`src/rtl/cache_mem_arb.sv`:
```
// Arbitrates Icache line refills and Dcache refills/writebacks onto a single
// burst memory port. One requester owns the port for a full BEATS-word burst.
// Simultaneous requests alternate between the caches, and the Icache wins the
// first tie after reset.
module cache_mem_arb #(
    parameter int BEATS = 4
) (
    input  logic        clk,
    input  logic        rst_n,

    input  logic        ic_req_i,
    input  logic [31:0] ic_addr_i,
    output logic [31:0] ic_rdata_o,
    output logic        ic_rvalid_o,
    output logic        ic_done_o,

    input  logic        dc_req_i,
    input  logic        dc_we_i,
    input  logic [31:0] dc_addr_i,
    input  logic [31:0] dc_wdata_i,
    output logic        dc_wnext_o,
    output logic [31:0] dc_rdata_o,
    output logic        dc_rvalid_o,
    output logic        dc_done_o,

    output logic        mem_req_o,
    output logic        mem_we_o,
    output logic [31:0] mem_addr_o,
    output logic [31:0] mem_wdata_o,
    input  logic [31:0] mem_rdata_i,
    input  logic        mem_ack_i,

    output logic        busy_o
);

    localparam int CW = $clog2(BEATS);
    localparam int BW = 30 - CW;

    typedef enum logic [1:0] {IDLE, GNT_I, GNT_D, DONE} state_t;

    state_t        state;
    logic          last_d;      // 1 when the most recent grant went to the Dcache
    logic          we;          // captured Dcache request type for the current burst
    logic [CW-1:0] cnt;
    logic [BW-1:0] base;
    logic          mem_req_q;
    logic          mem_we_q;
    logic          ic_done_q;
    logic          dc_done_q;
    logic          beat_ack;
    logic          last_beat;

    // The word-offset bits of the line addresses are not used.
    logic unused_addr_bits;
    assign unused_addr_bits = ^{ic_addr_i[CW+1:0], dc_addr_i[CW+1:0]};

    // An acknowledge only counts while a beat is actually being requested.
    assign beat_ack  = mem_ack_i & mem_req_q;
    assign last_beat = (cnt == CW'(BEATS - 1));

    // Arbitration, burst sequencing and registered port/done outputs.
    always_ff @(posedge clk or negedge rst_n) begin
        if (!rst_n) begin
            state     <= IDLE;
            last_d    <= 1'b1;
            we        <= 1'b0;
            cnt       <= '0;
            base      <= '0;
            mem_req_q <= 1'b0;
            mem_we_q  <= 1'b0;
            ic_done_q <= 1'b0;
            dc_done_q <= 1'b0;
        end else begin
            ic_done_q <= 1'b0;
            dc_done_q <= 1'b0;
            case (state)
                IDLE: begin
                    if (ic_req_i && (!dc_req_i || last_d)) begin
                        state     <= GNT_I;
                        last_d    <= 1'b0;
                        base      <= ic_addr_i[31:CW+2];
                        we        <= 1'b0;
                        cnt       <= '0;
                        mem_req_q <= 1'b1;
                        mem_we_q  <= 1'b0;
                    end else if (dc_req_i) begin
                        state     <= GNT_D;
                        last_d    <= 1'b1;
                        base      <= dc_addr_i[31:CW+2];
                        we        <= dc_we_i;
                        cnt       <= '0;
                        mem_req_q <= 1'b1;
                        mem_we_q  <= dc_we_i;
                    end
                end
                GNT_I, GNT_D: begin
                    if (beat_ack) begin
                        // cnt wraps back to zero after the final beat
                        cnt <= cnt + 1'b1;
                        if (last_beat) begin
                            state     <= DONE;
                            mem_req_q <= 1'b0;
                            mem_we_q  <= 1'b0;
                            ic_done_q <= (state == GNT_I);
                            dc_done_q <= (state == GNT_D);
                        end
                    end
                end
                DONE: begin
                    state <= IDLE;
                end
                default: begin
                    state <= IDLE;
                end
            endcase
        end
    end

    assign mem_req_o   = mem_req_q;
    assign mem_we_o    = mem_we_q;
    assign mem_addr_o  = {base, cnt, 2'b00};
    assign mem_wdata_o = (state == GNT_D && we) ? dc_wdata_i : 32'h0;

    assign ic_rdata_o  = mem_rdata_i;
    assign ic_rvalid_o = beat_ack & (state == GNT_I);
    assign dc_rdata_o  = mem_rdata_i;
    assign dc_rvalid_o = beat_ack & (state == GNT_D) & ~we;
    assign dc_wnext_o  = beat_ack & (state == GNT_D) & we;

    assign ic_done_o   = ic_done_q;
    assign dc_done_o   = dc_done_q;
    assign busy_o      = (state != IDLE);

endmodule

```
`config.mk`:
```
export PLATFORM = sky130hd
export DESIGN_NAME = cache_mem_arb
export DESIGN_NICKNAME = d
export VERILOG_FILES = /design/src/rtl/cache_mem_arb.sv
export SDC_FILE = /design/constraint.sdc
export NUM_CORES = 1
export LEC_CHECK = 0
export BUFFER_PORTS_ARGS = -buffer_cell sky130_fd_sc_hd__buf_2
export CAP_MARGIN = 20
export CELL_PAD_IN_SITES_DETAIL_PLACEMENT = 1
export CELL_PAD_IN_SITES_GLOBAL_PLACEMENT = 2
export CORE_ASPECT_RATIO = 1.2
export CORE_MARGIN = 5
export CORE_UTILIZATION = 18
export CTS_CLUSTER_SIZE = 10
export DETAILED_ROUTE_END_ITERATION = 10
export PLACE_DENSITY = 0.95
export SLEW_MARGIN = 20
export SYNTH_ARGS = -nofsm -noshare
export SYNTH_HDL_FRONTEND = slang
export SYNTH_SLANG_ARGS = --single-unit
```
`constraint.sdc`:
```
create_clock -name clk -period 2.9 [get_ports clk]
set_input_delay 0.58 -clock clk [delete_from_list [all_inputs] [get_ports clk]]
set_output_delay 0.58 -clock clk [all_outputs]
set_load 0.1 [all_outputs]
```
After elaboration in Yosys (flattened, before gate mapping)
Cells that the tools add are included.
Widths: inputs -> output; s select.
Word-level totals
  logic and storage cells: 63
  input bits: 134
  output and inout bits: 136
  register bits after elaboration: 38
Operators by class
  add/subtract/negate cells: 1
  bitwise logic cells: 6
  reduce and logical (&&, ||, !) cells: 13
  equality and inequality tests: 7
  muxes and demuxes: 27
Operator list (count)
  $mux 28: 2
  $mux 32: 1
  $mux 2: 7
  $mux 1: 13
  $eq 2x2->1 const B: 3
  $pmux 2 s3: 1
  $reduce_and 3->1: 2
  $reduce_bool 2->1: 3
  $and 1x1->1: 5
  $ne 2x2->1 const B: 2
  $pmux 1 s2: 2
  $pmux 2 s2: 1
  $reduce_and 4->1: 1
  $ne 3x3->1 const B: 1
  $add 2x1->2 const B: 1
  $eq 2x1->1 const B: 1
  $logic_and 1x1->1: 2
  $logic_not 2->1: 1
  $reduce_and 2->1: 1
  $reduce_or 2->1: 1
  $logic_not 1->1: 1
  $logic_or 1x1->1: 1
  $not 1->1: 1

Depth between registers and ports, before layout
  depth after elaboration: 5
  mapped depth: 6

Worst setup path before layout
No wires, ideal clock.
  path kind: register -> output
  start point: reg mem_req_q, in the netlist mem_req_o
  end point: out dc_rvalid_o
  path buffers: 0
  path slack: -0.138 ns
  data arrival time: 2.458 ns
  stages on the path, launching flop included: 3
  required time: 2.320 ns
  cell sequence: dfrtp_1 -> nand3_1 -> nor2_1
Between the ends
  word-level cells in the longest chain between the ends: 3
Ends and longest elaborated chain
  start, declared: line 46  | logic mem_req_q;
  start signal, assigned: line 69  | mem_req_q <= 1'b0;
  start signal, assigned: line 84  | mem_req_q <= 1'b1;
  start signal, assigned: line 92  | mem_req_q <= 1'b1;
  $and 1x1->1: line 58  | assign beat_ack = mem_ack_i & mem_req_q;
  $and 1x1->1 (2 in series): line 127  | assign dc_rvalid_o = beat_ack & (state == GNT_D) & ~we;
  end, declared: line 23  | output logic dc_rvalid_o,
No other way between the ends.

Worst setup path after layout
  start point: reg state[0]
  end point: out dc_wnext_o
Between the ends
  word-level cells in the longest chain between the ends: 3
Ends and longest elaborated chain
  start, declared: line 41  | state_t state;
  start signal, assigned: line 64  | state <= IDLE;
  start signal, assigned: line 79  | state <= GNT_I;
  start signal, assigned: line 87  | state <= GNT_D;
  $eq 2x2->1: line 128  | assign dc_wnext_o = beat_ack & (state == GNT_D) & we;
  $and 1x1->1 (2 in series): line 128
  end, declared: line 21  | output logic dc_wnext_o,
No other way between the ends.

==> impl_metrics.ini <==
[critical_path]
path_max_fanout = 34
crit_arrival_ps = 1910
reg2reg_from = state[0]$_DFFE_PN0P_
reg2reg_slack_ps = 1020
r2r_cells = 5
start_kind = flip-flop
end_kind = primary output
worstSetupPathType = flip-flop to primary output
r2r-end = cnt[1]$_DFFE_PN0P_
critPathRequiredTime_ps = 2320

[timing]
worst_pin_slew_ps = 927.2
fin_crit_sh_pct = 85.75
period_needed_ps = 2487
hold_viol = 0
fin_skew_ps = 4.295
fin_tns_setup_ps = 0
relSlewSlack_pct = 38.12
setup_viol = 0
rsz0062_at_grt = no
maxSlewViolCount = 0
clock.fmax_ghz = 0.4022

[routing]
drc = 0
vias = 2611
viasPerCell = 4.259
wl_mm = 10.26
initialDrtViolationCount = 73
wire_per_inst_microns = 16.73
ant_nets = 0
dr.pass1.iters = 4

[yosys]
synth.most_common_cell = buf_4
avgSynthCellArea_sq_um = 8.188
synthXorXnorAreaFrac_pct = 0
synth_largest_area_cell = dfrtp_1
synth_edf_count = 0
ys_ff_latch = 38
synth-warning-count = 0
ys_types = 37
synth.yosys.seq_area_share_pct = 35.56
synth_area_sq_mm = 0.002678
netlist.area_leader.share_pct = 34.58
synthArstFlopShare_pct = 100.0
synth_common_cells = buf_4, dfrtp_1, and3_1, nor2_1
synthAdderAreaFrac_pct = 2.804
synthTopCellsByArea = dfrtp_1, buf_4, and3_1
synthSimpleGateAreaFrac_pct = 20.56
synth_compound_area_share_pct = 17.38
synth_top_family_by_area = buffers and inverters
synth_mux_area_share_pct = 0
synthesis.instances = 327
ys.flop_type = dfrtp_1

[clock_tree]
clock_path_buffers = 2
cts_buffers = 5
clock_sinks = 38
path_clk_slew_ps = 60
clk_latency_ps = 280
cts_htree_levels = 2
root_buffer = clkbuf_16
cts-resized-gates = 0
post_cts_buffers = 0
hold_buffers = 0
cts_tree = built

[placement]
hpwl_mm = 8.005
portBuffers = 163
dp.cells = 605
place.gp.congestion = 0.7397

[power_and_ir_drop]
comb_power_share_pct = 70.3
vdd_ir_drop_max_mv = 0.6413
p_switching_uw = 3383
leakagePower_uw = 0.001761
swShare_pct = 65.50
intPower_uw = 1782
pwr-share-clk_pct = 11.0
powerDensity_mw_per_mm2 = 1540
pwr-share-seq_pct = 18.8

[floorplan]
die_area_sq_mm = 0.01742
initial_utilization_pct = 18.50
core.rowCount = 48
pin_count = 270
fp.dieH_microns = 143.6
die_w_microns = 121.3
core_sq_mm = 0.01447

[layout]
drive_above_1_share_pct = 43.58
area_growth_syn_to_layout_pct = 25.28
final_cells = 613
nets = 552
utilization_pct = 23.18
antenna-diode-count = 0

[grt]
grt_usage_pct = 11.17
grt_start_max_net_pins = 57
grt_pass1_vias = 2831
grt_pass1_wl_mm = 15.26
grt_overflow_total = 0
antenna_found_initial = 0

[flow_run]
cap_viol_max_count = 0

[run_status]
outcome = completed

[hold_path]
hold_path.class = input port to async pin
==> layer usage <==
layer  global-route usage, %  part of all wire (%)
met3                   3.583                    10
met1                   12.06                    38
met2                   20.03                    49
met4                   4.720                   3.3
met5                       0                     0
==> state kept, by name, indices dropped and copies added (netlist names) <==
name and flops:
mem_req_o 1, state 2, dc_done_o 1, we 1, ic_done_o 1, base 28, cnt 2, last_d 1
mem_we_o 1
==> cells in the final DEF, fill, tap and decap left out, types with 2 or more instances in the layout <==
master     Yosys  routed
clkbuf_16      0       5
conb_1         1       2
inv_1          7       7
o21ai_0       30      30
ha_1           6       6
buf_2          7     160
a21boi_0       2       2
nor2_1        33      31
nand3_1       29      29
nor2_2         0       2
nand2_1        5       5
dfrtp_1       37      37
buf_4         67       7
a31oi_1       30      30
and3_1        34      34
==> critical path: stages (launching register included) <==
cell and delay [ps]:
dfrtp_1 400, inv_1 120, ha_1 150, buf_4 260
nand2_1 110, nor2_2 140, buf_2 440
==> logic make-up (layout without fill, tap and decap cells) <==
| family | after synthesis | count (layout) |
|---|---|---|
| other cells | 1 | 2 |
| simple gates | 108 | 108 |
| flops | 38 | 38 |
| buf+inv | 98 | 183 |
| compound gates | 76 | 76 |
| fa+ha+maj | 6 | 6 |
==> layout make-up <==
type,instances,area [sq um]
Fill cell,1788,11120
Multi-Input combinational cell,192,1105
Sequential cell,38,952.2
Timing Repair Buffer,168,873.3
Tap cell,200,250.2
Clock buffer,7,142.6
Inverter,7,26.28
Clock inverter,1,5.005
==> worst max-delay path by stage <==
stage / start / end / cells after the start
2_1_floorplan: mem_req_o$_DFFE_PN0P_ / dc_rvalid_o / 2
3_3_place_gp: state[0]$_DFFE_PN0P_ / dc_wnext_o / 6
3_5_place_dp: state[0]$_DFFE_PN0P_ / dc_wnext_o / 6
4_1_cts: state[0]$_DFFE_PN0P_ / dc_wnext_o / 6
5_1_grt: we$_DFFE_PN0P_ / mem_wdata_o[4] / 2
6_report: state[0]$_DFFE_PN0P_ / dc_wnext_o / 6
==> power by group through the flow <==
stage	combinational, uW	sequential [uW]	clock [uW]
finish	3630	970	567
global route	3820	1010	611
CTS	3670	977	597
detailed placement	3670	985	0
global placement	3590	967	0
floorplan	1840	2520	0
==> metrics by stage <==
stage | setup WS [ps] | hold WS (ps) | power [uW] | cell area [sq um]
floorplan | 290.9 | 284.4 | 4356 | 2686
global placement | 769.1 | 516.5 | 4561 | 3204
detailed placement | 685.1 | 529.7 | 4658 | 3204
CTS | 367.7 | 483.0 | 5247 | 3352
global route | 259.1 | 335.2 | 5445 | 3354
finish | 413.4 | 283.0 | 5166 | 3354
Power figures use the tool's default switching activity.
